$ cat config.mk
export PLATFORM = sky130hd
export DESIGN_NAME = reset_clock_ctrl
export DESIGN_NICKNAME = d
export VERILOG_FILES = /design/src/rtl/clk_rst_pkg.sv /design/src/rtl/reset_sync.sv /design/src/rtl/reset_clock_ctrl.sv
export SDC_FILE = /design/constraint.sdc
export NUM_CORES = 1
export LEC_CHECK = 0
export ABC_AREA = 1
export CORE_ASPECT_RATIO = 0.7
export CORE_UTILIZATION = 45
export DETAILED_ROUTE_END_ITERATION = 7
export SLEW_MARGIN = 10
export SYNTH_ARGS = -nofsm -noshare
export SYNTH_HDL_FRONTEND = slang
export SYNTH_SLANG_ARGS = --single-unit
$ cat constraint.sdc
create_clock -name clk -period 3.1 [get_ports clk]
set_input_delay 0.31 -clock clk [delete_from_list [all_inputs] [get_ports clk]]
set_output_delay 0.31 -clock clk [all_outputs]
set_load 0.03 [all_outputs]
$ cat src/rtl/clk_rst_pkg.sv
// Shared types and constants for the reset/clock-enable sequencer.
// The stage counter width is derived from the longer of the hold and gap intervals.
package clk_rst_pkg;

  typedef enum logic [2:0] {
    ST_HOLD     = 3'd0,
    ST_REL_MEM  = 3'd1,
    ST_REL_CORE = 3'd2,
    ST_RUN      = 3'd3,
    ST_DRAIN    = 3'd4
  } state_t;

  localparam int HOLD_CYCLES_DEF = 16;
  localparam int STAGE_GAP_DEF   = 4;
  localparam int DIV_W_DEF       = 5;
  localparam int DIV_MAX_DEF     = 24;
  localparam int DIV_DEFAULT_DEF = 0;

  function automatic int cnt_width(input int hold, input int gap);
    int m;
    m = (hold > gap) ? hold : gap;
    return (m > 1) ? $clog2(m) : 1;
  endfunction

endpackage

$ cat src/rtl/reset_sync.sv
// Two-flop synchronizer: asserts asynchronously with resetn, releases on the second clock edge.
module reset_sync (
  input  logic clk,
  input  logic resetn,
  output logic rst_sync
);

  logic meta_r;

  // Shift a one through two flops after resetn rises.
  always_ff @(posedge clk or negedge resetn) begin
    if (!resetn) begin
      meta_r   <= 1'b0;
      rst_sync <= 1'b0;
    end else begin
      meta_r   <= 1'b1;
      rst_sync <= meta_r;
    end
  end

endmodule

$ cat src/rtl/reset_clock_ctrl.sv
// Staged reset release (mem -> core -> periph), software core reset, and a
// power-of-two core clock-enable generator with a run-time programmable exponent.
module reset_clock_ctrl
  import clk_rst_pkg::*;
#(
  parameter int HOLD_CYCLES = HOLD_CYCLES_DEF,
  parameter int STAGE_GAP   = STAGE_GAP_DEF,
  parameter int DIV_W       = DIV_W_DEF,
  parameter int DIV_MAX     = DIV_MAX_DEF,
  parameter int DIV_DEFAULT = DIV_DEFAULT_DEF
) (
  input  logic             clk,
  input  logic             resetn,
  input  logic             sw_rst_req,
  output logic             sw_rst_ack,
  input  logic             cfg_we,
  input  logic [DIV_W-1:0] cfg_div,
  output logic [DIV_W-1:0] div_q,
  output logic             mem_rstn,
  output logic             core_rstn,
  output logic             periph_rstn,
  output logic             core_ce,
  output logic             ready
);

  localparam int CW = cnt_width(HOLD_CYCLES, STAGE_GAP);
  localparam logic [CW-1:0]    HOLD_LAST = CW'(HOLD_CYCLES - 1);
  localparam logic [CW-1:0]    GAP_LAST  = CW'(STAGE_GAP - 1);
  localparam logic [DIV_W-1:0] DIV_CLAMP = DIV_W'(DIV_MAX);
  localparam logic [DIV_W-1:0] DIV_RST   = DIV_W'(DIV_DEFAULT);

  logic               rst_sync;
  state_t             state_r, state_s;
  logic [CW-1:0]      cnt_r, cnt_s;
  logic               mem_s, core_s, periph_s, ready_s, ack_s;
  logic [DIV_W-1:0]   div_s;
  logic [DIV_MAX-1:0] pre_r, idx_s, mask_s;
  logic               ce_s;

  reset_sync u_sync (
    .clk      (clk),
    .resetn   (resetn),
    .rst_sync (rst_sync)
  );

  // Sequencer next-state: one shared counter times every stage interval.
  always_comb begin
    state_s  = state_r;
    cnt_s    = cnt_r + CW'(1);
    mem_s    = mem_rstn;
    core_s   = core_rstn;
    periph_s = periph_rstn;
    ready_s  = ready;
    ack_s    = 1'b0;
    case (state_r)
      ST_HOLD: begin
        if (cnt_r == HOLD_LAST) begin
          state_s = ST_REL_MEM;
          cnt_s   = '0;
          mem_s   = 1'b1;
        end else begin
          state_s = ST_HOLD;
        end
      end
      ST_REL_MEM: begin
        if (cnt_r == GAP_LAST) begin
          state_s = ST_REL_CORE;
          cnt_s   = '0;
          core_s  = 1'b1;
        end else begin
          state_s = ST_REL_MEM;
        end
      end
      ST_REL_CORE: begin
        if (cnt_r == GAP_LAST) begin
          state_s  = ST_RUN;
          cnt_s    = '0;
          periph_s = 1'b1;
          ready_s  = 1'b1;
        end else begin
          state_s = ST_REL_CORE;
        end
      end
      ST_RUN: begin
        cnt_s = '0;
        if (sw_rst_req) begin
          state_s  = ST_DRAIN;
          core_s   = 1'b0;
          periph_s = 1'b0;
          ready_s  = 1'b0;
        end else begin
          state_s = ST_RUN;
        end
      end
      ST_DRAIN: begin
        // Core re-release and the ack share the final drain edge.
        if (cnt_r == GAP_LAST) begin
          state_s = ST_REL_CORE;
          cnt_s   = '0;
          core_s  = 1'b1;
          ack_s   = 1'b1;
        end else begin
          state_s = ST_DRAIN;
        end
      end
      default: begin
        state_s  = ST_HOLD;
        cnt_s    = '0;
        mem_s    = 1'b0;
        core_s   = 1'b0;
        periph_s = 1'b0;
        ready_s  = 1'b0;
      end
    endcase
  end

  // Sequencer state and reset outputs.
  always_ff @(posedge clk or negedge rst_sync) begin
    if (!rst_sync) begin
      state_r     <= ST_HOLD;
      cnt_r       <= '0;
      mem_rstn    <= 1'b0;
      core_rstn   <= 1'b0;
      periph_rstn <= 1'b0;
      ready       <= 1'b0;
      sw_rst_ack  <= 1'b0;
    end else begin
      state_r     <= state_s;
      cnt_r       <= cnt_s;
      mem_rstn    <= mem_s;
      core_rstn   <= core_s;
      periph_rstn <= periph_s;
      ready       <= ready_s;
      sw_rst_ack  <= ack_s;
    end
  end

  // Divider exponent, prescaler index of the upcoming cycle and its pulse mask.
  always_comb begin
    if (cfg_we) begin
      div_s = (cfg_div > DIV_CLAMP) ? DIV_CLAMP : cfg_div;
    end else begin
      div_s = div_q;
    end
    mask_s = '0;
    for (int i = 0; i < DIV_MAX; i++) begin
      mask_s[i] = (i < int'(div_s));
    end
    if (!core_s) begin
      idx_s = '0;
    end else if (cfg_we) begin
      idx_s = '0;
    end else if (core_rstn) begin
      idx_s = pre_r + DIV_MAX'(1);
    end else begin
      idx_s = '0;
    end
    ce_s = core_s && ((idx_s & mask_s) == mask_s);
  end

  // Divider register, prescaler and registered clock-enable.
  always_ff @(posedge clk or negedge rst_sync) begin
    if (!rst_sync) begin
      div_q   <= DIV_RST;
      pre_r   <= '0;
      core_ce <= 1'b0;
    end else begin
      div_q   <= div_s;
      pre_r   <= idx_s;
      core_ce <= ce_s;
    end
  end

endmodule

==> results.ini, run 1 <==
[grt]
grt.overflow.total = 0
grt_pass1_vias = 2156
antenna_found_initial = 0
globalRouteTotalUtil_pct = 23.2
grt_max_degree = 42
grt_pass1_wl_um = 10800

[worst_setup_path]
worstSetupStartpoint = state_r[1]
crit_path_frequent_cell = nand2_1
critical_path.max_stage_delay_ns = 0.43
regToRegStartpoint = state_r[1]
cp_max_fo = 15
cp_top_family = simple AND/OR/NAND/NOR gates
r2r_end = core_ce
critPathSlowestCell = dfrtp_1
crit_cells = 11
cp-end-kind = register
path_cells = inv_2 > nand2_2 > nand2_1 > nand4_2 > inv_2 > nand3_1 > nand2_1 > nand2_1 > nor3_1 > nand3_1 > nor2_2
path_buf_inv = 2
arrival_ns = 2.47
reg2regPathDepth = 11
reg2reg_slack_ns = 0.87
crit_required_ns = 3.34
critPathLaunchType = register
worstSetupPathType = register to register
crit_path_end = core_ce

[clock_network]
cts_max_level = 2
post_cts_resized = 0
post-cts-setup-buffer-count = 0
path_clk_slew_ns = 0.10
cts_tree = done
hold_buffers = 0
cts_made_buffers = 5
cts-root-buf = clkbuf_8
clock_path_buffers = 2
insertion_delay_ns = 0.31
cts.sinks = 43

[min_path]
holdCritPathClass = input pin to async pin

[final_layout]
drive_above_1_share_pct = 11.1
antenna_cells = 0
nets = 414
fill_cells = 555
area_growth_pct = 13.4
seq_area_um2 = 1080
multi_input_area_um2 = 1350

[detailed_routing]
vias_per_cell = 5.11
first_iter_violations = 180
first_pass_iters = 5
ant_nets = 0
drc = 0
wl_per_cell_um = 13.4
routed_wl_um = 6430
vias = 2447

[synthesis]
ys_seq_elements = 43
synth-edff-count = 0
syn_inst = 380
syn_area_per_cell_um2 = 7.03
yosysTopAreaCell = dfrtp_1
synth_area_leaders = dfrtp_1, nand2_1, nor2_1, nand3_1, inv_1
ys_seq_area_share_pct = 40.3
yosysUniqueCellTypes = 35
post-synth-top-count-cell = nand2_1
yosysTopAreaCellShare_pct = 40.3
synth_warnings = 0
async_flop_share_pct = 100
yosys_most_used_dff = dfrtp_1
synthTopCellsByCount = nand2_1, nor2_1, inv_1
syn-num-nets = 391
netlist_area_um2 = 2670

[pwr]
leakagePower_uw = 0.00147
irDropWorstVdd_mv = 0.237
powerDensity_nw_per_um2 = 516

[floorplanning]
initial_utilization_pct = 46.6
rows = 23
die_h_um = 66.4
pin_count = 20
core-area_um2 = 5730
fp.dieArea_um2 = 6250
die_x_um = 94.1

[outcome]
status = finished, final reports clean

[timing]
skew_ns = 0.0123
fin_crit_sh_pct = 72.0
period_needed_ns = 2.23
slew_headroom_pct = 65.0
worst_slack_ns = 0.867
finalHoldViolCount = 0
slew_viol_final = 0
tns_ns = 0
setup_viol = 0
tightest_slew_ns = 0.525
max_freq_ghz = 0.448
grt_setup_unrepaired = no

[job]
cap_viol_max_count = 0

[placement]
gp_congestion = 0.885
pre_cts_ws_ns = 0.593
portBuffers = 19
dp_hpwl_um = 5000

-- how the worst min path moves through the flow --
| stage | from | endpoint | slack (ns) | depth (start not counted) |
|---|---|---|---|---|
| after floorplan | resetn | u_sync.meta_r | 0.01 | 0 |
| after global placement | u_sync.rst_sync | div_q[0] | 0.34 | 1 |
| after detailed placement | u_sync.rst_sync | div_q[0] | 0.33 | 1 |
| after CTS | resetn | u_sync.meta_r | 0.15 | 1 |
| after global routing | resetn | u_sync.meta_r | 0.16 | 1 |
| final | resetn | u_sync.meta_r | 0.16 | 1 |
-- metrics by stage --
stage          total power, µW  utilization, %  hold WS [ns]  area [µm²]  std cells
2_1_floorplan             1050               -        0.0144        2670        380
3_3_place_gp              1180            51.2         0.339        2930        471
3_5_place_dp              1180            51.2         0.334        2930        471
4_1_cts                   1580            52.9         0.154        3030        479
5_1_grt                   1670            52.9         0.157        3030        479
6_report                  1560            52.9         0.156        3030        479
-- cell type report --
cell class,instances,share of cell area (%)
inverter,56,6.95
timing repair buffer,20,6.53
multi-input combinational,277,44.7
clock inverter,3,0.868
sequential,43,35.6
clock buffer,5,2.27
tap,75,3.10
-- kinds of logic after synthesis --
group,synth area share [%]
DFF,40.3
adders and majority gates,0.937
other,0.140
xor gates and xnor gates,2.30
and+or+nand+nor,40.7
AOI/OAI and AO/OA,6.61
buffers and inverters,9.00
-- per-layer routing --
layer / global-route usage (%) / wire [µm] / vias to the layer above
met5: 0 / 0 / -
met3: 3.79 / 429 / 5
met1: 38.6 / 3560 / 1113
li1: - / - / 1237
met4: 4.62 / 42 / 0
met2: 30.0 / 2400 / 92
-- layout by cell type (no fill, tap or decap), types with 8 or more instances in the layout --
| cell type | instances |
|---|---|
| clkdlybuf4s50_1 | 19 |
| dfrtp_1 | 43 |
| inv_1 | 48 |
| inv_2 | 8 |
| nand2_1 | 109 |
| nand2_2 | 8 |
| nand3_1 | 36 |
| nor2_1 | 55 |
| nor2_2 | 8 |
-- report_power, final --
group          leakage, µW  switching [µW]  internal (µW)
Sequential        0.000574            68.5            625
Combinational     0.000850             303            175
Clock            0.0000495             223            168
-- sequential cells by signal, summed over array words and instances, names as in the netlist --
| register | flops |
|---|---|
| pre_r | 24 |
| div_q | 5 |
| cnt_r | 4 |
| state_r | 3 |
| core_ce | 1 |
| core_rstn | 1 |
| mem_rstn | 1 |
| ready | 1 |
| sw_rst_ack | 1 |
| u_sync.meta_r | 1 |
| u_sync.rst_sync | 1 |
Power figures use the tool's default switching activity.
==> inputs of run 2 (changes only) <==
Clock period 3.1 ns to 2.14 ns, I/O delays scaled along.
==> run 2 against run 1 <==
- clock skew is 0.0047 ns lower
- count of clock-buffer cells in the layout stayed put
- first-iteration DRC count is 23% higher
- register-to-register slack worse by 0.65 ns
- routed wire length is 2.8% higher
- final cell count is 1.0% higher
- highest routed layer unchanged
- critical path depth is 1 higher
- clock power is 38% higher
==> results.ini, run 2 (synthesized netlist as in run 1, its figures left out) <==
[placement]
dp_hpwl_um = 5170
gp_congestion = 0.906
pre_cts_ws_ns = 0.0114
portBuffers = 19

[floorplanning]
rows = 23
core-area_um2 = 5730
initial_utilization_pct = 46.6
fp.dieArea_um2 = 6250
die_x_um = 94.1
die_h_um = 66.4
pin_count = 20

[timing]
period_needed_ns = 1.92
setup_viol = 0
slew_viol_final = 0
finalHoldViolCount = 0
slew_headroom_pct = 64.6
fin_crit_sh_pct = 89.8
tightest_slew_ns = 0.532
worst_slack_ns = 0.217
skew_ns = 0.00754
max_freq_ghz = 0.520

[worst_setup_path]
critPathSlowestCell = dfrtp_1
r2r_end = core_ce
regToRegStartpoint = pre_r[1]
worstSetupPathType = register to register
cp-end-kind = register
arrival_ns = 2.16
reg2regPathDepth = 12
path_cells = ha_1 > nand2_2 > nor2_4 > nand2_1 > nor2_2 > or2_2 > nand3_1 > nand2_1 > nand2_1 > inv_1 > nand3_1 > nor2_2
crit_path_frequent_cell = nand2_1
critical_path.max_stage_delay_ns = 0.39
critPathLaunchType = register
crit_required_ns = 2.37
worstSetupStartpoint = pre_r[1]
reg2reg_slack_ns = 0.22
cp_max_fo = 5

[clock_network]
post-cts-setup-buffer-count = 0
cts-root-buf = clkbuf_8
insertion_delay_ns = 0.30
cts_made_buffers = 5
hold_buffers = 0
path_clk_slew_ns = 0.09
clock_path_buffers = 2
cts_max_level = 2
cts.sinks = 43
cts_tree = done
post_cts_resized = 0

[detailed_routing]
wl_per_cell_um = 13.7
routed_wl_um = 6610
ant_nets = 0
drc = 0
wl_met3_um = 400
first_pass_iters = 6
first_iter_violations = 222
vias_per_cell = 5.09
wl_met2_um = 2550
drt-met1-wl_um = 3630
vias = 2464
routed.top_layer = met4

[final_layout]
top_register = pre_r
finish.utilization_pct = 53.9
largest_reg_flops = 24
fill_cells = 558
final_common_cell = nand2_1
multi_input_area_um2 = 1370
seq_area_um2 = 1080
top_regs = pre_r (24), div_q (5), cnt_r (4)
nets = 419
area_growth_pct = 15.7
antenna_cells = 0
final_cell_mix = nand2_1, nor2_1, inv_1, dfrtp_1, nand3_1
drive_above_1_share_pct = 12.7

[grt]
grt.overflow.total = 0
grt_max_degree = 42
grt_pass1_wl_um = 11000
globalRouteTotalUtil_pct = 23.3
antenna_found_initial = 0
grt_pass1_vias = 2217

[pwr]
power_frac_clock_pct = 23.5
p_comb_share_pct = 32.9
switching_share_pct = 37.6
irDropWorstVdd_mv = 0.348
powerDensity_nw_per_um2 = 742
leakagePower_uw = 0.00150
power_frac_seq_pct = 43.6
p_int_uw = 1430
p_sw_uw = 861

[job]
cap_viol_max_count = 0

[min_path]
holdCritPathClass = input pin to async pin

[outcome]
status = finished, final reports clean

[run 2: cell types whose count changed in the layout (fill, tap and decap cells not counted), sizes merged]
| cell | before | now |
|---|---|---|
| buf | 1 | 6 |
| clkinvlp | 0 | 1 |
| inv | 59 | 56 |
| clkinv | 0 | 2 |
[run 2: cell type report]
type	count	area share, %
inverter	56	6.81
clock buffer	5	2.23
clock inverter	3	0.810
tap	75	3.04
timing repair buffer	25	8.02
multi-input combinational	277	44.2
sequential	43	34.8
[run 2: routing by layer]
| layer | global-route usage [%] | vias to the layer above |
|---|---|---|
| li1 | - | 1243 |
| met1 | 37.6 | 1139 |
| met2 | 31.5 | 76 |
| met3 | 3.91 | 6 |
| met4 | 4.62 | 0 |
| met5 | 0 | - |
[run 2: how the worst max path moves through the flow]
stage | endpoint | cells after the start | slack, ns
floorplan | core_ce | 12 | 0.50
global placement | core_ce | 11 | 0.02
detailed placement | core_ce | 11 | 0.01
CTS | core_ce | 12 | 0.19
global route | core_ce | 12 | -0.002
finish | core_ce | 12 | 0.22
[run 2: metrics by stage]
step                hold slack (ns)  instances   TNS, ns  cell area [µm²]  power, µW
finish                       0.0727        484         0             3090       2290
global route                 0.0738        484  -0.00223             3090       2440
CTS                          0.0666        484         0             3080       2310
detailed placement            0.332        476         0             2980       1770
global placement              0.335        476         0             2980       1760
floorplan                   -0.0816        380         0             2670       1520
[run 2: power groups by stage]
stage	combinational (µW)	clock [µW]	sequential, µW
after CTS	755	558	998
final	753	539	999
after global routing	838	584	1020
after global placement	751	0	1010
after floorplan	431	0	1090
after detailed placement	753	0	1010
[run 2: worst max-delay path: cells and delay by family (launching register included)]
family	cells	cell delay, ns
adders and majority gates	1	0.20
buffers and inverters	1	0.05
DFF	1	0.39
and+or+nand+nor	10	1.20
==> inputs of run 3 (changes only) <==
Settings changed: HOLD_SLACK_MARGIN set to 0.05.
==> results of run 3 <==
Same layout as run 2: the final DEF is identical, and so are final timing and power.
